==> config.mk <==
export PLATFORM = sky130hd
export DESIGN_NAME = sp_fifo_param
export DESIGN_NICKNAME = d
export VERILOG_FILES = /design/src/rtl/fifo_pkg.sv /design/src/rtl/fifo_ptr_ctr.sv /design/src/rtl/sp_fifo_param.sv
export SDC_FILE = /design/constraint.sdc
export NUM_CORES = 1
export LEC_CHECK = 0
export ABC_CLOCK_PERIOD_IN_PS = 7100
export BUFFER_PORTS_ARGS = -buffer_cell sky130_fd_sc_hd__buf_2
export CAP_MARGIN = 10
export CORE_MARGIN = 1.5
export CORE_UTILIZATION = 60
export CTS_CLUSTER_DIAMETER = 50
export DETAILED_ROUTE_END_ITERATION = 16
export PLACE_DENSITY_LB_ADDON = 0.15
export RECOVER_POWER = 100
export SKIP_CTS_REPAIR_TIMING = 1
export SLEW_MARGIN = 40
export SYNTH_ARGS = -nofsm -noshare
export SYNTH_HDL_FRONTEND = slang
export SYNTH_SLANG_ARGS = --single-unit
==> constraint.sdc <==
create_clock -name clk -period 7.1 [get_ports clk]
set_clock_uncertainty 0.1 [all_clocks]
set_input_delay 0.71 -clock clk [delete_from_list [all_inputs] [get_ports clk]]
set_output_delay 0.71 -clock clk [all_outputs]
set_load 0.1 [all_outputs]
==> src/rtl/fifo_pkg.sv <==
// Shared types, defaults and helpers for the parametrised single-clock FIFO.
// Imported by the pointer counter and the FIFO top.
package fifo_pkg;

  typedef enum logic [0:0] {
    FIFO_STD  = 1'b0,
    FIFO_FWFT = 1'b1
  } fifo_mode_e;

  localparam int unsigned DefDataW       = 8;
  localparam int unsigned DefDepth       = 16;
  localparam int unsigned DefAfullMargin = 2;
  localparam int unsigned DefAemptyTh    = 2;

  // Pointer width including the wrap bit that tells full from empty.
  function automatic int unsigned ptr_w(input int unsigned depth);
    return $clog2(depth) + 1;
  endfunction

endpackage

==> src/rtl/fifo_ptr_ctr.sv <==
// Wrap-bit pointer counter with synchronous clear and asynchronous reset.
// The MSB is the wrap bit; the low bits address the storage array.
module fifo_ptr_ctr
  import fifo_pkg::*;
#(
  parameter int unsigned PTR_W = ptr_w(DefDepth)
) (
  input  logic             clk,
  input  logic             rst,
  input  logic             inc,
  input  logic             clr,
  output logic [PTR_W-1:0] ptr
);

  logic [PTR_W-1:0] ptr_q, ptr_d;

  // Clear wins over increment so a flush drops the same-cycle request.
  always_comb begin
    ptr_d = ptr_q;
    if (clr) begin
      ptr_d = '0;
    end else if (inc) begin
      ptr_d = ptr_q + PTR_W'(1);
    end
  end

  always_ff @(posedge clk or posedge rst) begin
    if (rst) begin
      ptr_q <= '0;
    end else begin
      ptr_q <= ptr_d;
    end
  end

  assign ptr = ptr_q;

endmodule

==> src/rtl/sp_fifo_param.sv <==
// Parametrised single-clock FIFO with status flags, error pulses, flush and an
// optional first-word-fall-through read port.
module sp_fifo_param
  import fifo_pkg::*;
#(
  parameter int unsigned DATA_W    = DefDataW,
  parameter int unsigned DEPTH     = DefDepth,
  parameter int unsigned AFULL_TH  = DEPTH - DefAfullMargin,
  parameter int unsigned AEMPTY_TH = DefAemptyTh,
  parameter fifo_mode_e  FWFT      = FIFO_STD
) (
  input  logic                     clk,
  input  logic                     rst,
  input  logic                     flush,
  input  logic                     wr_en,
  input  logic [DATA_W-1:0]        din,
  input  logic                     rd_en,
  output logic [DATA_W-1:0]        dout,
  output logic                     full,
  output logic                     empty,
  output logic                     almost_full,
  output logic                     almost_empty,
  output logic [$clog2(DEPTH):0]   count,
  output logic                     overflow,
  output logic                     underflow,
  output logic [$clog2(DEPTH)-1:0] wr_addr_count,
  output logic [$clog2(DEPTH)-1:0] rd_addr_count
);

  localparam int unsigned PTR_W = ptr_w(DEPTH);
  localparam int unsigned AW    = PTR_W - 1;
  localparam logic [PTR_W-1:0] DepthCnt = PTR_W'(DEPTH);

  if (DATA_W < 1) begin : g_bad_width
    $fatal(1, "sp_fifo_param: DATA_W must be at least 1");
  end
  if (DEPTH < 2 || (DEPTH & (DEPTH - 1)) != 0) begin : g_bad_depth
    $fatal(1, "sp_fifo_param: DEPTH must be a power of two >= 2");
  end
  if (AFULL_TH < 1 || AFULL_TH > DEPTH) begin : g_bad_afull
    $fatal(1, "sp_fifo_param: AFULL_TH out of range 1..DEPTH");
  end
  if (AEMPTY_TH > DEPTH - 1) begin : g_bad_aempty
    $fatal(1, "sp_fifo_param: AEMPTY_TH out of range 0..DEPTH-1");
  end

  logic [PTR_W-1:0]  wr_ptr, rd_ptr;
  logic [AW-1:0]     wr_idx, rd_idx;
  logic [PTR_W-1:0]  count_w;
  logic              full_w, empty_w;
  logic              wr_acc, rd_acc;
  logic              overflow_q, overflow_d;
  logic              underflow_q, underflow_d;
  logic [DATA_W-1:0] mem_q [DEPTH];
  logic [DATA_W-1:0] mem_d [DEPTH];

  assign wr_idx = wr_ptr[AW-1:0];
  assign rd_idx = rd_ptr[AW-1:0];

  // Occupancy from the wrap-bit pointers; modular subtraction handles wrap.
  always_comb begin
    count_w = wr_ptr - rd_ptr;
    full_w  = (count_w == DepthCnt);
    empty_w = (count_w == '0);
  end

  // Acceptance looks only at the registered state, never at the other port.
  always_comb begin
    wr_acc      = wr_en & ~full_w & ~flush;
    rd_acc      = rd_en & ~empty_w & ~flush;
    overflow_d  = wr_en & full_w & ~flush;
    underflow_d = rd_en & empty_w & ~flush;
  end

  fifo_ptr_ctr #(
    .PTR_W (PTR_W)
  ) u_wr_ptr (
    .clk (clk),
    .rst (rst),
    .inc (wr_acc),
    .clr (flush),
    .ptr (wr_ptr)
  );

  fifo_ptr_ctr #(
    .PTR_W (PTR_W)
  ) u_rd_ptr (
    .clk (clk),
    .rst (rst),
    .inc (rd_acc),
    .clr (flush),
    .ptr (rd_ptr)
  );

  always_comb begin
    mem_d = mem_q;
    if (wr_acc) begin
      mem_d[wr_idx] = din;
    end
  end

  // Storage is deliberately left out of reset.
  always_ff @(posedge clk) begin
    mem_q <= mem_d;
  end

  always_ff @(posedge clk or posedge rst) begin
    if (rst) begin
      overflow_q  <= 1'b0;
      underflow_q <= 1'b0;
    end else begin
      overflow_q  <= overflow_d;
      underflow_q <= underflow_d;
    end
  end

  if (FWFT == FIFO_STD) begin : g_std
    logic [DATA_W-1:0] dout_q, dout_d;

    always_comb begin
      dout_d = dout_q;
      if (rd_acc) begin
        dout_d = mem_q[rd_idx];
      end
    end

    always_ff @(posedge clk or posedge rst) begin
      if (rst) begin
        dout_q <= '0;
      end else begin
        dout_q <= dout_d;
      end
    end

    assign dout = dout_q;
  end else begin : g_fwft
    // Head of queue shown directly; only meaningful while not empty.
    assign dout = mem_q[rd_idx];
  end

  always_comb begin
    count         = count_w;
    full          = full_w;
    empty         = empty_w;
    almost_full   = (32'(count_w) >= AFULL_TH);
    almost_empty  = (32'(count_w) <= AEMPTY_TH);
    overflow      = overflow_q;
    underflow     = underflow_q;
    wr_addr_count = wr_idx;
    rd_addr_count = rd_idx;
  end

endmodule

* After elaboration in Yosys (flattened, before gate mapping)
Cells that the tools add are included.
Operators by class: multiplexer cells 10, equal/unequal tests 1, $add $sub $neg 3, $lt $le $gt $ge 5, reduce and logical (&&, ||, !) cells 4, bitwise logic cells 13
Operators by type and width (count):
- $bwmux W128 | 1
- $bmux W8 S4 | 1
- $demux W8 S4 | 1
- $mux W8 | 3
- $mux W5 | 4
- $add A5 B1 Y5 const B | 2
- $ge A5 B5 Y1 const B | 2
- $not A4 Y5 | 2
- $and A1 B1 Y1 | 8
- $eq A5 B5 Y1 const B | 1
- $ge A5 B4 Y1 const B | 1
- $le A5 B2 Y1 const B | 1
- $logic_not A5 Y1 | 1
- $lt A5 B1 Y1 const B | 1
- $sub A5 B5 Y5 | 1
- $reduce_bool A2 Y1 | 2
- $not A1 Y1 | 3
- $logic_and A1 B1 Y1 | 1
Storage, ports and cells: output and inout port bits 27, logic and storage cells 57, flip-flop bits (word level) 148

* Longest topological paths before layout
Gate-level depths: netlist (run 1).
depth in word-level cells 7, gate-level depth with buffers 12

* Hierarchy
From an unflattened synthesis (run 1), not the netlist that was laid out.
Unflattened totals: cell total of the unflattened synthesis 319, area total of the unflattened synthesis 6050.8 µm²
By module, submodules not included:
- sp_fifo_param | area an instance 5510.3 µm², cells each 273, times used 1, seq. area each 4093.9 µm²
- fifo_ptr_ctr | area an instance 270.3 µm², cells each 23, times used 2, seq. area each 125.1 µm²

* Least setup slack after synthesis (run 1)
OpenSTA, ideal clock, no wires.
path kind register to output, start point reg u_rd_ptr.ptr_q[1] (netlist: u_rd_ptr.ptr[1]), end point out almost_empty, data required time 6290 ps, data arrival time 6806 ps, stages on the path, launching flop included 8, slack -516 ps, cell sequence dfrtp_1 > clkbuf_1 > inv_1 > fa_1 > nand3_1 > and3_1 > nor2_1 > a2111oi_0
Between the ends: longest elaborated chain between the ends 2
Ends and longest elaborated chain:
- from (decl) | line fifo_ptr_ctr.sv:15 | logic [PTR_W-1:0] ptr_q, ptr_d;
- from (signal assigned) | line fifo_ptr_ctr.sv:31 | ptr_q <= ptr_d;
- $sub A5 B5 Y5 | line sp_fifo_param.sv:62 | count_w = wr_ptr - rd_ptr;
- net count[4] | line sp_fifo_param.sv:23 | output logic [$clog2(DEPTH):0] count,
- $le A5 B2 Y1 | line sp_fifo_param.sv:146 | almost_empty = (32'(count_w) <= AEMPTY_TH);
- to (decl) | line sp_fifo_param.sv:22 | output logic almost_empty,
The timed path passes the listed nets, and every way through them passes these cells.

* Worst setup path in the final report (run 1)
start point reg u_rd_ptr.ptr_q[0] (netlist: u_rd_ptr.ptr[0]), end point out full
Between the ends: longest elaborated chain between the ends 2
Ends and longest elaborated chain:
- $sub A5 B5 Y5 | line sp_fifo_param.sv:62
- $eq A5 B5 Y1 | line sp_fifo_param.sv:63 | full_w = (count_w == DepthCnt);
- to (decl) | line sp_fifo_param.sv:19 | output logic full,
No other way between the ends.

==> results of run 1 <==
per-layer routing:
layer / global-route usage, % / vias up / wire [um]
met5: 0 / - / 0
met4: 7.143 / 0 / 141
met3: 5.827 / 15 / 1126
met2: 39.24 / 137 / 6175
met1: 34.52 / 1602 / 4856
li1: - / 1450 / -
final cells by class:
type | count | area, um2 | share of cell area (%)
Timing Repair Buffer | 41 | 165.2 | 2.388
Sequential cell | 148 | 4347 | 62.86
Inverter | 12 | 48.80 | 0.7056
Clock inverter | 12 | 143.9 | 2.081
Multi-Input combinational cell | 163 | 1599 | 23.12
Tap cell | 133 | 166.4 | 2.406
Clock buffer | 20 | 445.4 | 6.441
per-stage QoR:
stage	std cells	total power, mW
after global placement	497	2.182
final	529	2.987
after global routing	529	3.096
after detailed placement	497	2.198
after floorplan	344	2.017
after CTS	529	3.077
layout by cell type, fill, tap and decap left out, types with 4 or more instances in the layout:
cell / instances
edfxtp_1: 128
o22ai_1: 17
or3_1: 7
nand4_1: 4
dfrtp_1: 18
clkbuf_1: 35
nand2_1: 13
nor2_1: 17
buf_2: 6
mux4_2: 32
inv_1: 10
mux2_1: 8
nand3_1: 6
clkbuf_16: 16
o21ai_0: 7
and3_1: 5
a21oi_1: 12
ha_1: 9
inv_6: 4
registers in the layout, summed over array words and instances, names as in the netlist:
signal	flops
underflow	1
u_wr_ptr.ptr	5
overflow	1
mem_q	128
u_rd_ptr.ptr	5
dout	8
critical path, delay by kind of cell, from the launching register on:
family | cells | cell delay [ps]
DFF | 1 | 340
buffers and inverters | 5 | 1920
adders and majority gates | 2 | 710
xor gates and xnor gates | 1 | 290
AOI/OAI and AO/OA | 2 | 600
worst paths after layout:
kind | to | from | cells past startpoint | slack [ps]
min in group clk | dout[1] | dout[1] | 1 | 400
setup / recovery | full | u_rd_ptr.ptr[0] | 10 | 1900
hold / removal | dout[3] | rst | 2 | 270
setup reg to reg | mem_q[86] | u_rd_ptr.ptr[0] | 9 | 2210
max in group asynchronous | u_rd_ptr.ptr[0] | rst | 2 | 6040
hold reg to reg | dout[1] | dout[1] | 1 | 400
power breakdown:
group,switching (mW),internal (mW)
clock,0.356,0.526
sequential,0.0381,0.992
combinational,0.843,0.231
kinds of logic (layout without fill, tap and decap cells):
| logic type | Yosys count | in the layout | synth area share (%) |
|---|---|---|---|
| flops | 148 | 148 | 70.51 |
| mux | 41 | 41 | 13.83 |
| compound gates | 43 | 43 | 4.427 |
| fa+ha+maj | 10 | 10 | 2.153 |
| simple gates | 66 | 66 | 5.930 |
| xor+xnor | 3 | 3 | 0.4266 |
| buf+inv | 33 | 85 | 2.721 |
==> metrics.csv, run 1 <==
stage,metric,value,unit
sta,worst_slack,1896,ps
die,fp.dieH,104.3,um
synthesis,yosysMostFrequentCell,edfxtp_1,
synthesis,syn_inst,344,
pwr,leakagePower,2.298,nW
cts,cts.sinks,148,
critical_path,path_cells,buf_4 -> ha_1 -> inv_1 -> fa_1 -> xnor2_1 -> clkinvlp_4 -> a211oi_1 -> o211ai_1 -> inv_1 -> clkbuf_1,
placement,gp_routability_congestion,0.8504,
die,rows,36,
run,maxCapViolations,1,
die,start_util,62.46,%
cts,insertion_delay,520,ps
pwr,ir_drop,317.4,uV
synthesis,synth_nets,367,
sta,hold_viol_final,0,
run_status,violations,"max-capacitance violations, max-slew violations",
grt,first_global_vias,3341,
detailed_routing,drc,0,
synthesis,synth_cell_types,41,
critical_path,cp_common_cell,inv_1,
critical_path,critPathMaxFanout,38,
critical_path,worst-setup-path-type,flop to output port,
placement,placed_area,6456,um2
synthesis,yosysWarnings,0,
finish,final_core_util,70.10,%
synthesis,synth.ff_latch_count,148,
critical_path,cp.arrival,4390,ps
cts,cts_buffer_depth,2,
synthesis,syn_area,6161,um2
critical_path,cp_data_required_time,6290,ps
detailed_routing,dr.pass1.iters,4,
placement,pre_cts_ws,2955,ps
cts,cts_root_buf,clkbuf_8,
sta,fmax,192.2,MHz
die,num_io_pins,40,
finish,nets,406,
finish,insertedDiodeCount,0,
cts,cts_buffers,17,
die,die_x,104.3,um
finish,area_growth,12.25,%
grt,grt_max_degree,39,
run_status,status,"complete, but fails checks",
detailed_routing,first_iter_violations,364,
die,core-area,9864,um2
die,fp.dieArea,10880,um2
cts,cts.reportedPaths.clkPinSlew,70,ps
sta,setup_viol,0,
cts,cts_tree,yes,
sta,holdWs,268.4,ps
detailed_routing,via_per_inst,6.057,
synthesis,synth_async_sr_flop_share,13.51,%
placement,place.port_buffers,39,
detailed_routing,vias,3204,
finish,drive_above_1_share,19.44,%
synthesis,syn_avg_cell_area,17.91,um2
worst_hold_path,hold_class,input port to asynchronous set/reset pin,
synthesis,synthTopCellsByCount,"edfxtp_1, mux4_2, dfrtp_1",
synthesis,synth-edff-count,128,
critical_path,end_kind,output port,
sta,slew_viol_final,9,
sta,min_period_over_period,73.29,%
synthesis,yosysTopAreaCell,edfxtp_1,
pwr,power_density,431.9,nW/um2
finish,fin_area,6915,um2
grt,track_usage,24.67,%
grt,antenna_found_initial,0,
grt,grt_pass1_wl,19440,um
sta,fin_crit,5204,ps
critical_path,cpPeakStageDelay,880,ps
synthesis,ys.flop_type,edfxtp_1,
sta,fin_setup_tns,0,ps
sta,tightest_slew,1621,ps
sta,slew_headroom,-9.575,%
synthesis,ys_top_cells_by_area,"edfxtp_1, mux4_2, dfrtp_1",
detailed_routing,antenna_left,0,
grt,grt-ovfl-total,0,
synthesis,ys_seq_area_share,70.51,%
cts,htree_num_levels,4,
placement,hpwl,7785,um
detailed_routing,wl_per_cell,23.25,um
finish,fillers,627,
critical_path,crit_slowest_cell,clkbuf_1,
synthesis,post-synth-top-area-fraction,62.39,%
critical_path,crit_path_start_kind,flop,
sta,grt_setup_unrepaired,false,
detailed_routing,drt-total-wl,12300,um
(Power assumes the default switching activity.)
==> run 2, diff against run 1 <==
ABC_CLOCK_PERIOD_IN_PS = 4940   (was 7100)
clock period = 4.94 ns   (was 7.1 ns; I/O delays follow)
==> run 2 against run 1 <==
The flow now finishes without violations. Sequential cell count did not move. Critical path depth shrank 2. Register-to-register slack lost 1300 ps. Sequential power up 42%. Utilization grew 0.39 points. Final cell count is 0.38% higher. Hold slack lost 95 ps. Worst setup slack worse by 1200 ps. Combinational power grew 50%. Highest routed layer unchanged. Count of clock-buffer cells in the layout up 1. Largest power group unchanged.
==> metrics.csv, run 2 (synthesis gave the netlist of run 1 again) <==
stage,metric,value,unit
finish,largest_reg_flops,128,
placement,hpwl,7792,um
detailed_routing,vias,3288,
pwr,p_comb_share,37.5,%
placement,placed_area,6464,um2
cts,cts_buffers,17,
cts,cts.reportedPaths.clkPinSlew,70,ps
sta,fin_crit,4257,ps
finish,stdcell_count,531,
sta,tightest_slew,1311,ps
pwr,switchingPower,1.791,mW
finish,layout_commonest_cell,edfxtp_1,
critical_path,crit_path_start_kind,flop,
die,num_io_pins,40,
critical_path,crit_slowest_cell,dfrtp_1,
finish,area_growth,12.88,%
sta,slew_headroom,12.57,%
detailed_routing,dr.pass1.iters,4,
sta,setup_viol,0,
grt,track_usage,25.70,%
cts,htree_num_levels,4,
grt,grt_max_degree,38,
finish,nets,408,
worst_hold_path,whs_path_depth,3,
critical_path,crit_start,u_rd_ptr.ptr[2],
pwr,seq_power_share,34.0,%
detailed_routing,antenna_left,0,
cts,cts.sinks,148,
finish,layout_common_cells,"edfxtp_1, clkbuf_1, mux4_2",
grt,grt_pass1_wl,19890,um
pwr,p_int,2.511,mW
critical_path,rr_worst_depth,8,
critical_path,path_cells,inv_1 -> ha_1 -> xnor2_2 -> clkinvlp_2 -> a211oi_2 -> o211ai_2 -> inv_2 -> clkbuf_2,
critical_path,worst-setup-path-type,flop to output port,
sta,slew_viol_final,0,
detailed_routing,drt-total-wl,12850,um
critical_path,cpPeakStageDelay,940,ps
sta,min_period_over_period,86.18,%
finish,fillers,638,
critical_path,cp.arrival,3660,ps
worst_hold_path,hold_class,input port to flop,
placement,place_inst,498,
cts,cts_root_buf,clkbuf_8,
die,core-area,9864,um2
die,die_x,104.3,um
finish,largest-register,mem_q,
grt,antenna_found_initial,0,
die,rows,36,
die,start_util,62.46,%
cts,cts_tree,yes,
pwr,ir_drop,462.7,uV
pwr,leakagePower,2.297,nW
run_status,status,"complete, no violations",
grt,grt-ovfl-total,0,
detailed_routing,drc,0,
die,fp.dieH,104.3,um
critical_path,critPathMaxFanout,23,
sta,grt_setup_unrepaired,false,
critical_path,cp_data_required_time,4350,ps
pwr,power_density,618.6,nW/um2
detailed_routing,first_iter_violations,213,
critical_path,timing.rr.end,mem_q[81],
placement,gp_routability_congestion,0.7701,
sta,fmax,234.9,MHz
critical_path,r2r_setup_slack,890,ps
detailed_routing,via_per_inst,6.192,
finish,fin_area,6954,um2
pwr,clkPwrFrac,28.5,%
detailed_routing,wl_per_cell,24.20,um
sta,hold_viol_final,0,
sta,fin_setup_tns,0,ps
critical_path,r2r-start,u_rd_ptr.ptr[2],
finish,drive_above_1_share,21.61,%
run,maxCapViolations,0,
cts,cts_buffer_depth,2,
grt,first_global_vias,3415,
finish,insertedDiodeCount,0,
placement,place.port_buffers,39,
cts,insertion_delay,530,ps
critical_path,end_kind,output port,
pwr,sw_frac_of_total,41.63,%
die,fp.dieArea,10880,um2
critical_path,critPathCapture,full,
==> run 2: cell count changes in the layout (fill, tap and decap cells not counted), moves of 2 or more <==
cell | before | now
clkbuf_8 | 3 | 1
inv_6 | 4 | 2
clkbuf_2 | 0 | 3
inv_1 | 10 | 8
clkinvlp_4 | 3 | 5
inv_2 | 1 | 3
==> run 2: layout make-up <==
type | count | area (um2) | area share (%)
flip-flops and latches | 148 | 4345 | 62.49
multi-input cells | 163 | 1655 | 23.80
clock buffers | 21 | 429.2 | 6.171
repair buffers | 43 | 182.7 | 2.627
well taps | 133 | 166.4 | 2.393
clock inverters | 11 | 128.9 | 1.853
inverters | 12 | 46.29 | 0.6657
==> run 2: worst min path at each step <==
stage	startpoint	end	slack [ps]
after floorplan	rst	dout[0]	360
after global placement	dout[2]	dout[2]	390
after detailed placement	dout[5]	dout[5]	400
after CTS	rst	dout[2]	-130
after global routing	rd_en	u_rd_ptr.ptr[1]	170
final	rd_en	u_rd_ptr.ptr[1]	170
==> run 2: metrics by stage <==
stage                     utilization [%]  power [mW]  worst slack, ps  hold slack (ps)
after floorplan                         -       2.877            -2249            357.8
final                               70.50       4.302            682.8            173.0
after CTS                           71.18       4.392            713.4           -125.6
after global placement              65.53       3.143             1186            391.1
after global routing                70.50       4.443            451.9            174.6
after detailed placement            65.53       3.164             1009            396.7
==> run 2: critical path: cells and delay by family, from the launching register on <==
kind                     cells  cell delay, ps
AO/OA/AOI/OAI                2             540
XOR/XNOR                     1             220
adder cells (fa/ha/maj)      1             400
buffers and inverters        4            1020
flip-flops                   1             940
==> run 2: power groups by stage <==
stage	Sequential [mW]	Combinational, mW	Clock (mW)
CTS	1.46	1.68	1.24
finish	1.46	1.61	1.23
global route	1.47	1.69	1.29
global placement	1.49	1.66	0
floorplan	1.75	1.12	0
detailed placement	1.49	1.68	0
==> run 2: routing by layer <==
metal	vias to the layer above	track usage, %	wire length, um
li1	1452	-	-
met1	1679	34.46	5349
met2	136	41.59	6459
met3	21	6.078	799
met4	0	9.325	238
met5	-	0	0
==> run 3, diff against run 2 <==
CELL_PAD_IN_SITES_DETAIL_PLACEMENT = 2   (was default)
CELL_PAD_IN_SITES_GLOBAL_PLACEMENT = 2   (was default)
CORE_UTILIZATION = 46   (was 60)
==> run 3 against run 2 <==
Via count increased by 0.27%. Fmax rose by 1.3%. Sequential power about the same. Global-route usage fell by 0.90 points. Utilization fell by 17 points. Count of clock-buffer cells in the layout is 2 lower. Clock power about the same. Worst setup slack improved by 55 ps. Power is 0.55% higher. Die area rose by 30%. Routed wire length rose by 24%.
==> metrics.csv, run 3 (synthesis gave the netlist of run 1 again) <==
stage,metric,value,unit
run_status,status,"complete, no violations",
finish,area_growth,13.20,%
worst_hold_path,hold_class,input port to asynchronous set/reset pin,
die,num_io_pins,40,
detailed_routing,via_per_inst,5.744,
cts,htree_num_levels,4,
placement,placed_area,6539,um2
critical_path,r2r-start,u_rd_ptr.ptr[1],
grt,antenna_found_initial,0,
grt,first_global_vias,3672,
cts,cts_buffer_depth,2,
sta,hold_viol_final,0,
critical_path,crit_start,u_rd_ptr.ptr[1],
sta,worst_slack,737.6,ps
finish,largest_reg_flops,128,
sta,fmax,238.0,MHz
finish,layout_common_cells,"edfxtp_1, clkbuf_1, mux4_2",
sta,min_period_over_period,85.07,%
critical_path,crit_path_start_kind,flop,
placement,pre_cts_ws,1264,ps
critical_path,cp.arrival,3610,ps
detailed_routing,dr.pass1.iters,4,
die,rows,42,
critical_path,cpPeakStageDelay,510,ps
cts,cts_tree,yes,
finish,insertedDiodeCount,0,
placement,gp_routability_congestion,0.7696,
sta,slew_headroom,7.096,%
finish,nets,409,
sta,fin_crit,4202,ps
detailed_routing,first_iter_violations,317,
detailed_routing,drt-total-wl,15950,um
critical_path,cp_data_required_time,4350,ps
cts,insertion_delay,420,ps
pwr,ir_drop,393.4,uV
sta,tightest_slew,1394,ps
pwr,power,4.326,mW
cts,cts_buffers,17,
grt,grt-ovfl-total,0,
grt,grt_max_degree,38,
die,core-area,13140,um2
detailed_routing,drc,0,
critical_path,end_kind,output port,
grt,grt_pass1_wl,24320,um
finish,final-seq-area,4345,um2
finish,fin_area,6974,um2
cts,cts.sinks,148,
critical_path,crit_slowest_cell,clkbuf_2,
cts,cts.reportedPaths.clkPinSlew,60,ps
detailed_routing,wl_per_cell,27.79,um
die,die_x,118.7,um
placement,place.port_buffers,39,
detailed_routing,antenna_left,0,
finish,drive_above_1_share,19.60,%
finish,layout_commonest_cell,edfxtp_1,
detailed_routing,vias,3297,
pwr,power_density,620.3,nW/um2
grt,track_usage,24.80,%
finish,fillers,1177,
die,start_util,46.90,%
critical_path,path_cells,buf_4 -> inv_1 -> fa_1 -> xnor2_1 -> clkinvlp_4 -> a211oi_1 -> o211ai_1 -> inv_1 -> clkbuf_2,
cts,cts_root_buf,clkbuf_16,
critical_path,critPathMaxFanout,22,
die,fp.dieArea,14100,um2
finish,largest-register,mem_q,
pwr,leakagePower,2.298,nW
die,fp.dieH,118.7,um
sta,slew_viol_final,0,
sta,grt_setup_unrepaired,false,
run,maxCapViolations,0,
placement,hpwl,10400,um
sta,setup_viol,0,
critical_path,cp_common_cell,inv_1,
finish,multi_input_area,1629,um2
critical_path,worst-setup-path-type,flop to output port,
run 3: layout make-up:
cell class              instances  share of cell area, %
multi-input cells             163                  23.36
clock inverters                12                  1.651
inverters                      12                 0.6997
flip-flops and latches        148                  62.31
clock buffers                  19                  6.207
repair buffers                 44                  2.619
well taps                     176                  3.158
run 3: metal layers:
layer,routed length (um),global-route usage [%],up-vias
met5,0,0,-
met4,198,7.907,0
met3,833,5.261,17
met2,8298,40.88,94
met1,6619,33.26,1734
li1,-,-,1452
run 3: per-stage QoR:
stage | instances | TNS (ps) | utilization, % | hold slack [ps]
after floorplan | 344 | -2249 | - | 357.8
after global placement | 543 | 0 | 49.77 | 389.5
after detailed placement | 543 | 0 | 49.77 | 391.0
after CTS | 574 | 0 | 53.94 | -6.160
after global routing | 574 | 0 | 53.09 | 199.2
final | 574 | 0 | 53.09 | 140.5
run 3: path summary, 6_finish.rpt:
kind,endpoint,slack [ps],cells after the start
hold reg to reg,dout[2],390,1
setup / recovery,full,740,9
hold / removal,underflow,140,2
max in group asynchronous,u_rd_ptr.ptr[0],4020,2
min in group clk,u_rd_ptr.ptr[1],320,3
setup reg to reg,mem_q[87],920,9
run 3: where the power goes:
part / total (mW) / internal [mW] / switching [mW]
combinational: 1.64 / 0.348 / 1.29
sequential: 1.47 / 1.43 / 0.0396
clock: 1.22 / 0.730 / 0.489
run 3: worst max-delay path, delay by kind of cell, from the launching register on:
family,cells,cell delay [ps]
fa+ha+maj,1,430
xor+xnor,1,340
buf+inv,5,1450
flops,1,320
compound gates,2,640
